<file path="src/rtl/banner_scan_driver.sv">
// Rotating banner scanner: stores the digit string, rotates it, and multiplexes a 4-digit window.
// Optional pause blink is compiled in when BANNER_BLINK_EN is defined.
module banner_scan_driver #(
    parameter int BANNER_LEN  = 10,
    parameter int STEP_DIV    = 50000000,
    parameter int REFRESH_DIV = 50000,
    parameter int BLINK_DIV   = 25000000
) (
    input  logic       clock,
    input  logic       reset,
    input  logic       en,
    input  logic       dir,
    input  logic       wr_en,
    input  logic [3:0] wr_addr,
    input  logic [3:0] wr_data,
    output logic [3:0] digit,
    output logic [3:0] anode,
    output logic [3:0] pos
);

    localparam int STEP_W = (STEP_DIV > 1) ? $clog2(STEP_DIV) : 1;
    localparam int REF_W  = (REFRESH_DIV > 1) ? $clog2(REFRESH_DIV) : 1;
    localparam logic [STEP_W-1:0] STEP_LAST = STEP_W'(STEP_DIV - 1);
    localparam logic [REF_W-1:0]  REF_LAST  = REF_W'(REFRESH_DIV - 1);
    localparam logic [3:0]        POS_LAST  = 4'(BANNER_LEN - 1);
    localparam logic [4:0]        LEN5      = 5'(BANNER_LEN);

    if (BANNER_LEN < 4 || BANNER_LEN > 16 || STEP_DIV < 1 || REFRESH_DIV < 1 || BLINK_DIV < 1) begin : g_param_check
        $error("banner_scan_driver: parameter out of range");
    end

    logic [3:0]        r_mem [16];
    logic [STEP_W-1:0] r_step_cnt;
    logic [REF_W-1:0]  r_ref_cnt;
    logic [3:0]        r_pos;
    logic [1:0]        r_sel;
    logic [3:0]        r_digit_p1;
    logic [3:0]        r_anode_p1;

    logic              w_step;
    logic              w_ref_tc;
    logic [4:0]        w_idx_raw;
    logic [3:0]        w_idx;
    logic [3:0]        w_anode_pat;
    logic              w_blank;

    assign w_step   = en && (r_step_cnt == STEP_LAST);
    assign w_ref_tc = (r_ref_cnt == REF_LAST);

    // sel=3 is the leftmost digit, so the window offset is 3-sel (= ~sel)
    assign w_idx_raw   = {1'b0, r_pos} + {3'b000, ~r_sel};
    assign w_idx       = (w_idx_raw >= LEN5) ? 4'(w_idx_raw - LEN5) : w_idx_raw[3:0];
    assign w_anode_pat = ~(4'b0001 << r_sel);

    always_ff @(posedge clock or negedge reset) begin
        if (!reset) begin
            for (int i = 0; i < 16; i++) begin
                r_mem[i] <= 4'(i);
            end
        end else if (wr_en && ({1'b0, wr_addr} < LEN5)) begin
            r_mem[wr_addr] <= wr_data;
        end
    end

    // Prescaler freezes while paused so a resumed step is only delayed, not restarted
    always_ff @(posedge clock or negedge reset) begin
        if (!reset) begin
            r_step_cnt <= '0;
        end else if (en) begin
            if (r_step_cnt == STEP_LAST) begin
                r_step_cnt <= '0;
            end else begin
                r_step_cnt <= r_step_cnt + 1'b1;
            end
        end
    end

    always_ff @(posedge clock or negedge reset) begin
        if (!reset) begin
            r_pos <= '0;
        end else if (w_step) begin
            if (!dir) begin
                r_pos <= (r_pos == POS_LAST) ? 4'd0 : r_pos + 4'd1;
            end else begin
                r_pos <= (r_pos == 4'd0) ? POS_LAST : r_pos - 4'd1;
            end
        end
    end

    always_ff @(posedge clock or negedge reset) begin
        if (!reset) begin
            r_ref_cnt <= '0;
            r_sel     <= '0;
        end else if (w_ref_tc) begin
            r_ref_cnt <= '0;
            r_sel     <= r_sel + 2'd1;
        end else begin
            r_ref_cnt <= r_ref_cnt + 1'b1;
        end
    end

`ifdef BANNER_BLINK_EN
    localparam int BLINK_W = (BLINK_DIV > 1) ? $clog2(BLINK_DIV) : 1;
    localparam logic [BLINK_W-1:0] BLINK_LAST = BLINK_W'(BLINK_DIV - 1);

    logic [BLINK_W-1:0] r_blink_cnt;
    logic               r_blink_off;

    always_ff @(posedge clock or negedge reset) begin
        if (!reset) begin
            r_blink_cnt <= '0;
            r_blink_off <= 1'b0;
        end else if (en) begin
            r_blink_cnt <= '0;
            r_blink_off <= 1'b0;
        end else if (r_blink_cnt == BLINK_LAST) begin
            r_blink_cnt <= '0;
            r_blink_off <= ~r_blink_off;
        end else begin
            r_blink_cnt <= r_blink_cnt + 1'b1;
        end
    end

    assign w_blank = r_blink_off;
`else
    assign w_blank = 1'b0;
`endif

    // Output stage: registered from the pre-edge pos/sel/mem
    always_ff @(posedge clock or negedge reset) begin
        if (!reset) begin
            r_digit_p1 <= 4'h0;
            r_anode_p1 <= 4'hF;
        end else begin
            r_digit_p1 <= r_mem[w_idx];
            r_anode_p1 <= w_blank ? 4'hF : w_anode_pat;
        end
    end

    assign digit = r_digit_p1;
    assign anode = r_anode_p1;
    assign pos   = r_pos;

endmodule
</file>
<file path="config.mk">
export PLATFORM = sky130hd
export DESIGN_NAME = banner_scan_driver
export DESIGN_NICKNAME = d
export VERILOG_FILES = /design/src/rtl/banner_scan_driver.sv
export SDC_FILE = /design/constraint.sdc
export NUM_CORES = 1
export LEC_CHECK = 0
export CORE_MARGIN = 5
export CORE_UTILIZATION = 60
export DETAILED_ROUTE_END_ITERATION = 7
export GPL_TIMING_DRIVEN = 0
export PLACE_DENSITY = 0.9
export SYNTH_ARGS = -nofsm -noshare
export SYNTH_HDL_FRONTEND = slang
export SYNTH_SLANG_ARGS = --single-unit
</file>
<file path="constraint.sdc">
create_clock -name clock -period 4.34 [get_ports clock]
set_input_delay 1.302 -clock clock [delete_from_list [all_inputs] [get_ports clock]]
set_output_delay 1.302 -clock clock [all_outputs]
set_load 0.02 [all_outputs]
</file>
==> results by group, run 1 <==
Outcome
  • Status: finished, final reports clean

Timing
  • Slew Limit Fails: 0
  • Final WS setup: 0.712 ns
  • Final setup fails: 0
  • Slew margin rel.: around two fifths
  • Crit path time final: ~3.6 ns
  • F_max: approximately 280 MHz
  • Final Skew: between 0.01 and 0.015 ns
  • Tcrit/Tclk final: 83.6%
  • TNS Setup: 0 ns
  • Worst slew pin tran: roughly 0.9 ns
  • Hold Vio Cnt, Final: 0
  • RSZ-0062 raised after global routing: false

Clocking
  • Clock transition at the registers of the reported paths: approximately 0.050 ns
  • H-tree levels: 4
  • Worst-Skew Late Latency: around 0.52 ns
  • CTS Hold Bufs: 0
  • Post-cts gate resize count: 0
  • CTS tree: done
  • Root Buffer: clkbuf_8
  • Number of setup buffers added after CTS: 0
  • Clock sinks: 120
  • Cts bufs inserted: 17
  • Clock tree buffer depth: 2

Critical path
  • CP Class: flop to flop
  • Critical Path RT: roughly 4.7 ns
  • Max FO, Critical Path: 10
  • CP Launch Type: flop
  • WP data arrival: ~4 ns
  • CP endpoint kind: flop

Die
  • Starting Density: between 60 and 70%
  • FP Rows: 35
  • Die Y-Extent: 107 um
  • Die Area: 0.0114 mm^2
  • Core area: between 0.009 and 0.01 mm^2
  • Ports: 25
  • Die width: approximately 110 um

Synthesis
  • Ys async rst share: 100%
  • Post-synthesis sequential area ratio: a little over half
  • EDFF count, synth: 0
  • Mapped Area: 0.00562 mm^2
  • Syn. warnings: 0
  • Cells after Synth: 460
  • Syn_area_per_cell: roughly 12 um^2
  • Syn_nets: slightly below 500
  • Ys flop type: dfrtp_1
  • Count of different cell masters after synthesis: 55
  • Seq cells post-synth: between 100 and 150

Power and ir drop
  • Part of the power in registers: between 40 and 50%
  • Gate power share: between 8 and 9%
  • Cell internal pwr: between 2 and 2.5 mW
  • Clock power frac: ~46%
  • Leak: 2.76 nW
  • Psw: between 0.6 and 0.7 mW
  • Pwr/cell area: between 400 and 500 mW/mm^2
  • Sw frac: 22.6%
  • Peak supply drop: 286 uV

Drt
  • DRT iter0 DRCs: slightly below 200
  • Via-per-instance ratio: between 5 and 6
  • Drt first pass iters: 4
  • Avg WL per Cell: roughly 18 um
  • Detailed-route via count: around 3700
  • Number of remaining DRC errors: 0
  • Final wirelength: 11300 um
  • Final antenna-violating net count: 0

Global route
  • First-pass GRT wire length: 19400 um
  • GR Util All Layers: between 20 and 25%
  • Vias in the first global route: 3960
  • Largest net degree at the start of global routing: 73
  • Grt total ovfl: 0
  • Antenna violations before repair: 0

Placement
  • Count of input and output buffers: 20
  • Placer Congestion: 0.850
  • Post-DP HPWL: 7330 um
  • Pre-CTS setup slack: approximately 0.73 ns

Finish
  • Ant diodes: 0
  • Number of fillers in the final layout: roughly 600
  • Nets: ~520
  • Layout cells sized above 1: 26.5%
  • Commonest non-fill, non-tap cells in the layout: dfrtp_1, mux2_2, dfstp_2, nor2_1
  • Area Overhead vs Synth: 16.7%
  • Commonest non-fill, non-tap cell in the layout: dfrtp_1
  • Area of the multi-input gates: about 0.0024 mm^2
  • FF/Latch Area: between 0.003 and 0.004 mm^2

Run
  • Max-cap violations: 0

Worst hold path
  • Type of the most critical hold path: flop to flop
[sequential cells by signal, indices dropped and copies added (netlist names)]
register and count:
anode 4, digit 4, pos 4, r_mem 64, r_ref_cnt 16, r_sel 2, r_step_cnt 26
[synthesized netlist by cell type (all sizes together) (11+ instances only)]
library cell	number	area [um^2]
buf	11	52.5
xnor2	24	210
mux2	42	473
clkbuf	26	97.6
inv	13	48.8
dfrtp	84	2100
nand2	33	126
nor2	35	131
dfstp	36	946
mux4	16	360
xor2	14	123
nand3	20	105
[cells by family (layout without fill, tap and decap cells)]
kind of cell / after synthesis / count (layout) / share of synthesized area [%]
adder cells (fa/ha/maj): 10 / 10 / 2.36
AO/OA/AOI/OAI: 37 / 37 / 4.48
AND/OR/NAND/NOR: 143 / 143 / 13.7
XOR/XNOR: 38 / 38 / 5.93
buffers and inverters: 50 / 103 / 3.54
multiplexers: 62 / 62 / 15.8
flip-flops: 120 / 120 / 54.3
[through the flow]
step           instances  hold slack (ns)  area, um^2  utilization [%]  total power [mW]
2_1_floorplan        460            0.424        5620                -              1.52
3_3_place_gp         591            0.431        5960             64.8              1.61
3_5_place_dp         592            0.435        5980             65.0              1.64
4_1_cts              624            0.445        6560             71.3              3.01
5_1_grt              624            0.453        6560             71.3              3.09
6_report             624            0.442        6560             71.3              2.98
[power groups by stage]
stage | Combinational, mW | Sequential (mW) | Clock, mW
floorplan | 0.170 | 1.35 | 0
global placement | 0.249 | 1.36 | 0
detailed placement | 0.266 | 1.37 | 0
CTS | 0.270 | 1.36 | 1.38
global route | 0.289 | 1.37 | 1.43
finish | 0.266 | 1.36 | 1.36
[final cells by class]
cell class	instances	share of cell area [%]
tap	111	2.12
inverter	13	0.744
sequential	120	46.5
buffer	37	2.29
clock buffer	28	7.71
multi-input combinational	290	36.1
timing repair buffer	21	3.44
clock inverter	4	1.07
[metal layers]
layer / track usage, % / up-vias / share of wire (%)
met5: 0 / - / 0
met4: 9.41 / 0 / 3.0
met3: 5.30 / 28 / 3.4
met2: 37.1 / 79 / 52
met1: 26.6 / 1865 / 41
li1: - / 1685 / -
[path summary, 6_finish.rpt]
check	startpoint	end	slack [ns]	cells past startpoint
min in group asynchronous	reset	r_step_cnt[2]$_DFFE_PN0P_	0.80	1
worst max-delay path	r_sel[0]$_DFFE_PN0N_	digit[0]$_DFF_PN0_	0.71	14
worst max register to register	r_sel[0]$_DFFE_PN0N_	digit[0]$_DFF_PN0_	0.71	14
worst min register to register	r_mem[11]$_DFFE_PN1P_	r_mem[11]$_DFFE_PN1P_	0.44	1
max in group asynchronous	reset	r_mem[37]$_DFFE_PN1P_	2.72	2
worst min-delay path	r_mem[11]$_DFFE_PN1P_	r_mem[11]$_DFFE_PN1P_	0.44	1
[critical path, cell delays in order, from the launching register on]
cell and delay [ns]:
dfrtp_1 0.39, inv_1 0.15, ha_1 0.22, inv_1 0.07, fa_1 0.46, xnor2_1 0.27
inv_1 0.08, ha_1 0.26, o21a_1 0.14, o22a_1 0.20, mux2i_4 0.32, buf_4 0.29
mux4_2 0.34, a22oi_1 0.17, nand2_1 0.13
Note: power is estimated with default switching activity, not from simulation.
==> run 2, diff against run 1 <==
--- a/config.mk
+++ b/config.mk
@@ -6,10 +6,10 @@
 export NUM_CORES = 1
 export LEC_CHECK = 0
 export CORE_MARGIN = 5
-export CORE_UTILIZATION = 60
+export CORE_UTILIZATION = 54
 export DETAILED_ROUTE_END_ITERATION = 7
 export GPL_TIMING_DRIVEN = 0
-export PLACE_DENSITY = 0.9
+export PLACE_DENSITY = 0.86
 export SYNTH_ARGS = -nofsm -noshare
 export SYNTH_HDL_FRONTEND = slang
 export SYNTH_SLANG_ARGS = --single-unit
==> constraint.sdc (replaced) <==
create_clock -name clock -period 2.92 [get_ports clock]
set_input_delay 0.876 -clock clock [delete_from_list [all_inputs] [get_ports clock]]
set_output_delay 0.876 -clock clock [all_outputs]
set_load 0.02 [all_outputs]
==> run 2 against run 1 <==
Against the previous run: sequential power is 48% higher; power grew 49%; non-clock buffer count rose by 12; design area increased by 3.4%; sequential share of layout area shrank 1.5 points; sequential cell count stayed put; fmax increased by 25%; largest power group is now the clock network; highest routed layer unchanged.
==> results by group, run 2 (synthesized netlist as in run 1, its figures left out) <==
Drt
  • Number of remaining DRC errors: 0 (unchanged)
  • Top Metal Used: met4
  • Metal3 WL: 488 um (+26%)
  • DRT iter0 DRCs: 298 (+52%)
  • Avg WL per Cell: 17.5 um (-3.1%)
  • WL met1: 4690 um (+1.5%)
  • Drt first pass iters: 5 (+1)
  • Detailed-route via count: 3759 (+2.8%)
  • Via-per-instance ratio: 5.69 (-3.0%)
  • Wire length on met2: 6090 um (+3.0%)
  • Final wirelength: 11600 um (+2.7%)
  • Final antenna-violating net count: 0 (unchanged)

Global route
  • Antenna violations before repair: 0 (unchanged)
  • Vias in the first global route: 4046 (+2.2%)
  • Grt total ovfl: 0 (unchanged)
  • Largest net degree at the start of global routing: 71 (-2.7%)
  • First-pass GRT wire length: 19800 um (+1.9%)
  • GR Util All Layers: 20.0% (-1.9 points)

Finish
  • Number of flip-flops in the largest register: 64 (unchanged)
  • Commonest non-fill, non-tap cell in the layout: dfrtp_1
  • Layout cells sized above 1: 31.6% (+5.1 points)
  • Top reg by flops: r_mem
  • Largest registers: r_mem (64), r_step_cnt (26), r_ref_cnt (16)
  • Area Overhead vs Synth: 20.7%
  • Commonest non-fill, non-tap cells in the layout: dfrtp_1, mux2_2, dfstp_2, nor2_1, nand2_1
  • Non-filler cells, final: 661 (+5.9%)
  • Ant diodes: 0 (unchanged)
  • Nets: 535 (+2.3%)

Critical path
  • Beginning of the critical path: r_sel[0]$_DFFE_PN0N_
  • CP endpoint kind: flop
  • R2R setup slack: 0.02 ns (-0.69 ns)
  • Critical Path RT: 3.32 ns (-1.40 ns)
  • Reg-to-Reg Start: r_sel[0]$_DFFE_PN0N_
  • Max FO, Critical Path: 4 (-6)
  • WP data arrival: 3.30 ns (-0.71 ns)
  • CP Launch Type: flop
  • CP Class: flop to flop

Clocking
  • Root Buffer: clkbuf_8
  • Clock tree buffer depth: 2 (unchanged)
  • CTS Hold Bufs: 0 (unchanged)
  • Cts bufs inserted: 17 (unchanged)
  • H-tree levels: 4 (unchanged)
  • Clock sinks: 120 (unchanged)
  • Worst-Skew Late Latency: 0.52 ns (about the same)
  • Clock transition at the registers of the reported paths: 0.06 ns (about the same)
  • CTS tree: done

Placement
  • Placer Congestion: 0.878 (+3.2%)
  • Cell count after placement: 617 (+4.2%)
  • Count of input and output buffers: 20 (unchanged)
  • Post-DP HPWL: 7530 um (+2.7%)

Power and ir drop
  • Total power: 4.45 mW (+49%)
  • Peak supply drop: 471 uV (+64%)
  • Cell internal pwr: 3.45 mW (+50%)
  • Sw frac: 22.4% (-0.23 points)
  • Pwr/cell area: 656 mW/mm^2 (+44%)
  • Leak: 2.83 nW (+2.7%)
  • Gate power share: 8.9% (about the same)
  • Part of the power in registers: 45.2% (-0.3 points)
  • Clock power frac: 45.9% (+0.3 points)
  • Psw: 0.997 mW (+48%)

Timing
  • Final setup fails: 0 (unchanged)
  • Crit path time final: 2.90 ns (-0.730 ns)
  • Hold Vio Cnt, Final: 0 (unchanged)
  • F_max: 345 MHz (+25%)
  • Tcrit/Tclk final: 99.2% (+16 points)
  • WHS: 0.396 ns (-0.0465 ns)
  • Slew margin rel.: 40.3% (+1.9 points)
  • Final Skew: 0.0133 ns (+0.00217 ns)
  • RSZ-0062 raised after global routing: true
  • TNS Setup: 0 ns (unchanged)
  • Slew Limit Fails: 0 (unchanged)
  • Worst slew pin tran: 0.896 ns (-0.0286 ns)

Outcome
  • Status: finished, final reports clean

Die
  • FP Rows: 37 (+5.7%)
  • Ports: 25 (unchanged)
  • Die Y-Extent: 112 um (+4.9%)
  • Die Area: 0.0125 mm^2 (+10%)
  • Die width: 112 um (+4.9%)
  • Core area: 0.0102 mm^2 (+11%)
  • Starting Density: 54.9% (-6.2 points)

Run
  • Max-cap violations: 0 (unchanged)

Worst hold path
  • Type of the most critical hold path: input port to async pin
run 2: changes by cell type in the layout (fill, tap and decap cells not counted), moves of 2 or more:
cell | before | now
a22oi_2 | 0 | 6
ha_1 | 9 | 7
buf_6 | 0 | 3
ha_4 | 0 | 2
buf_4 | 3 | 12
inv_2 | 0 | 2
clkbuf_1 | 32 | 28
a22oi_1 | 9 | 3
clkinvlp_4 | 0 | 2
inv_1 | 13 | 11
run 2: critical path: stages, from the launching register on:
cell	delay, ns
dfrtp_1	0.39
inv_2	0.08
ha_4	0.13
inv_2	0.03
fa_2	0.37
xnor2_2	0.18
inv_1	0.09
ha_4	0.17
o21a_1	0.09
o22a_1	0.20
mux2i_4	0.26
buf_4	0.17
mux4_2	0.32
a22oi_2	0.23
nand2_1	0.07
run 2: power by group through the flow:
stage | clock, mW | combinational [mW] | sequential (mW)
floorplan | 0 | 0.253 | 2.01
global placement | 0 | 0.366 | 2.01
detailed placement | 0 | 0.390 | 2.03
CTS | 2.08 | 0.398 | 2.01
global route | 2.17 | 0.433 | 2.03
finish | 2.04 | 0.396 | 2.01
run 2: final timing paths:
| path | cells past startpoint | endpoint |
|---|---|---|
| setup / recovery | 14 | digit[3]$_DFF_PN0_ |
| hold / removal | 1 | r_step_cnt[13]$_DFFE_PN0P_ |
| setup reg to reg | 14 | digit[3]$_DFF_PN0_ |
| hold reg to reg | 1 | r_mem[23]$_DFFE_PN1P_ |
| min in group clock | 1 | r_mem[23]$_DFFE_PN1P_ |
| max in group asynchronous | 2 | r_mem[21]$_DFFE_PN1P_ |
run 2: cell type report:
class | count | area, um^2
inverters | 13 | 48.8
clock inverters | 7 | 90.1
multi-input cells | 290 | 2440
repair buffers | 33 | 323
clock buffers | 25 | 504
plain buffers | 37 | 154
flip-flops and latches | 120 | 3050
well taps | 136 | 170
fillers | 699 | 3450
run 2: what timing repair did:
action | CTS | global route
gates cloned | 1 | 0
endpoints found under the setup margin | 4 | 4
buffers inserted | 9 | 2
resized for setup | 13 | 3
pin swaps | 7 | 8
run 2: layer usage:
| layer | up-vias | global-route usage (%) |
|---|---|---|
| met5 | - | 0 |
| met4 | 0 | 9.21 |
| met3 | 23 | 5.11 |
| met2 | 98 | 33.4 |
| met1 | 1926 | 24.4 |
| li1 | 1712 | - |
run 2: through the flow:
stage	setup slack (ns)	instance area, um^2	utilization [%]
floorplan	0.00145	5630	-
global placement	-3.23	6000	58.7
detailed placement	-0.438	6030	58.9
CTS	-0.0206	6750	66.0
global route	-0.0733	6780	66.3
finish	0.0221	6780	66.3
==> run 3, diff against run 2 <==
--- a/config.mk
+++ b/config.mk
@@ -10,6 +10,7 @@
 export DETAILED_ROUTE_END_ITERATION = 7
 export GPL_TIMING_DRIVEN = 0
 export PLACE_DENSITY = 0.86
+export REMOVE_ABC_BUFFERS = 1
 export SYNTH_ARGS = -nofsm -noshare
 export SYNTH_HDL_FRONTEND = slang
 export SYNTH_SLANG_ARGS = --single-unit
==> run 3 against run 2 <==
Against the previous run: sequential share of layout area up 0.51 points; non-clock buffer count down 34; clock power up 7%; combinational power up 2%; design area down 1.1%; first-iteration DRC count down 48%; count of clock-buffer cells in the layout down 6; critical path depth unchanged; die area unchanged; fmax down 0.66%; worst hold slack worse by 0.041 ns; sequential cell count unchanged; largest power group unchanged; highest routed layer unchanged.
==> results by group, run 3 (synthesized netlist as in run 1, its figures left out) <==
Timing
  • Final Skew: 0.00934 ns (-0.00392 ns)
  • Crit path time final: 2.92 ns (+0.0192 ns)
  • Hold Vio Cnt, Final: 0 (unchanged)
  • F_max: 343 MHz (-0.66%)
  • TNS Setup: 0 ns (unchanged)
  • Final WS setup: 0.00296 ns (-0.0192 ns)
  • Final setup fails: 0 (unchanged)
  • Tcrit/Tclk final: 99.9% (+0.66 points)
  • Slew Limit Fails: 0 (unchanged)
  • Slew margin rel.: 53.0% (+13 points)
  • Worst slew pin tran: 0.703 ns (-0.193 ns)
  • RSZ-0062 raised after global routing: true

Drt
  • Avg WL per Cell: 17.3 um (-1.3%)
  • Drt first pass iters: 4 (-1)
  • Final wirelength: 10800 um (-6.4%)
  • Final antenna-violating net count: 0 (unchanged)
  • Via-per-instance ratio: 5.63 (-1.1%)
  • Detailed-route via count: 3528 (-6.1%)
  • Number of remaining DRC errors: 0 (unchanged)
  • DRT iter0 DRCs: 155 (-48%)

Clocking
  • Clock tree buffer depth: 2 (unchanged)
  • Worst-Skew Late Latency: 0.52 ns (about the same)
  • Root Buffer: clkbuf_8
  • Clock transition at the registers of the reported paths: 0.06 ns (about the same)
  • CTS Hold Bufs: 0 (unchanged)
  • H-tree levels: 4 (unchanged)
  • Cts bufs inserted: 17 (unchanged)
  • Clock sinks: 120 (unchanged)
  • CTS tree: done

Die
  • Die Area: 0.0125 mm^2 (unchanged)
  • Starting Density: 54.9% (unchanged)
  • Die Y-Extent: 112 um (unchanged)
  • FP Rows: 37 (unchanged)
  • Die width: 112 um (unchanged)
  • Ports: 25 (unchanged)
  • Core area: 0.0102 mm^2 (unchanged)

Outcome
  • Status: finished, final reports clean

Global route
  • Vias in the first global route: 3799 (-6.1%)
  • Antenna violations before repair: 0 (unchanged)
  • First-pass GRT wire length: 18500 um (-6.5%)
  • GR Util All Layers: 18.6% (-1.3 points)
  • Grt total ovfl: 0 (unchanged)
  • Largest net degree at the start of global routing: 76 (+7.0%)

Critical path
  • WP data arrival: 3.32 ns (+0.02 ns)
  • Critical Path RT: 3.32 ns (about the same)
  • Max FO, Critical Path: 8 (+4)
  • CP endpoint kind: flop
  • CP Class: flop to flop
  • CP Launch Type: flop

Power and ir drop
  • Pwr/cell area: 686 mW/mm^2 (+4.5%)
  • Total power: 4.60 mW (+3.4%)
  • Leak: 2.79 nW (-1.3%)
  • Peak supply drop: 554 uV (+18%)

Finish
  • Area Overhead vs Synth: 19.4%
  • Nets: 501 (-6.4%)
  • Layout cells sized above 1: 33.6% (+2.0 points)
  • Non-filler cells, final: 627 (-5.1%)
  • Ant diodes: 0 (unchanged)
  • Top reg by flops: r_mem
  • Largest registers: r_mem (64), r_step_cnt (26), r_ref_cnt (16)
  • Final std cell area, no fill: 0.00671 mm^2 (-1.1%)
  • Number of flip-flops in the largest register: 64 (unchanged)
  • Commonest non-fill, non-tap cell in the layout: dfrtp_1
  • FF/Latch Area: 0.00305 mm^2 (about the same)
  • Area of the multi-input gates: 0.00245 mm^2 (+0.31%)
  • Number of fillers in the final layout: 725 (+3.7%)
  • Commonest non-fill, non-tap cells in the layout: dfrtp_1, mux2_2, dfstp_2, nor2_1, nand2_1

Placement
  • Area after DPL: 0.00592 mm^2 (-1.8%)
  • Post-DP HPWL: 6820 um (-9.5%)
  • Pre-CTS setup slack: -0.890 ns (-0.452 ns)
  • Placer Congestion: 0.849 (-3.2%)
  • Cell count after placement: 585 (-5.2%)
  • Count of input and output buffers: 24 (+20%)

Worst hold path
  • Type of the most critical hold path: input port to async pin

Run
  • Max-cap violations: 0 (unchanged)
run 3: timing repair:
action,in CTS,in global routing
cloned,1,0
pin swaps,10,9
buffers inserted,9,1
resized for setup,17,5
endpoints found under the setup margin,4,7
run 3: final timing paths:
check                                startpoint                     to  slack (ns)  cells past startpoint
setup / recovery           r_sel[0]$_DFFE_PN0N_     digit[0]$_DFF_PN0_       0.003                     14
hold / removal                            reset  r_mem[57]$_DFFE_PN0P_        0.36                      1
setup reg to reg           r_sel[0]$_DFFE_PN0N_     digit[0]$_DFF_PN0_       0.003                     14
hold reg to reg            r_mem[6]$_DFFE_PN1P_   r_mem[6]$_DFFE_PN1P_        0.36                      0
max in group asynchronous                 reset  r_mem[37]$_DFFE_PN1P_        1.78                      2
min in group clock         r_mem[6]$_DFFE_PN1P_   r_mem[6]$_DFFE_PN1P_        0.36                      0
run 3: per-layer routing:
metal,vias to the layer above,wire length [um],track usage (%)
li1,1651,-,-
met2,79,5620,31.4
met3,22,437,4.40
met1,1776,4520,22.9
met4,0,242,8.49
met5,-,0,0
run 3: layout make-up:
class / instances / area share [%]
multi-input combinational: 290 / 36.5
clock inverter: 13 / 2.85
tap: 136 / 2.54
timing repair buffer: 36 / 5.47
clock buffer: 19 / 6.44
inverter: 13 / 0.727
sequential: 120 / 45.5
run 3: stage by stage:
| step | hold slack, ns | utilization (%) |
|---|---|---|
| final | 0.355 | 65.6 |
| after global routing | 0.368 | 65.6 |
| after CTS | 0.354 | 65.6 |
| after detailed placement | 0.357 | 57.8 |
| after global placement | 0.356 | 57.4 |
| after floorplan | 0.349 | - |
run 3: worst max-delay path, cell delays in order (launching register included):
cell and delay (ns):
dfrtp_1 0.38, inv_2 0.08, ha_4 0.13, inv_2 0.03, fa_2 0.37, xnor2_2 0.19
inv_2 0.07, ha_4 0.17, o21a_1 0.12, o22a_1 0.21, mux2i_4 0.20, buf_12 0.16
mux4_2 0.33, a22oi_2 0.24, nand2_1 0.10
run 3: power breakdown:
part	switching [mW]	leakage (nW)	internal [mW]
combinational	0.171	1.04	0.234
sequential	0.137	1.46	1.88
clock	0.765	0.295	1.42
total	1.07	2.79	3.53
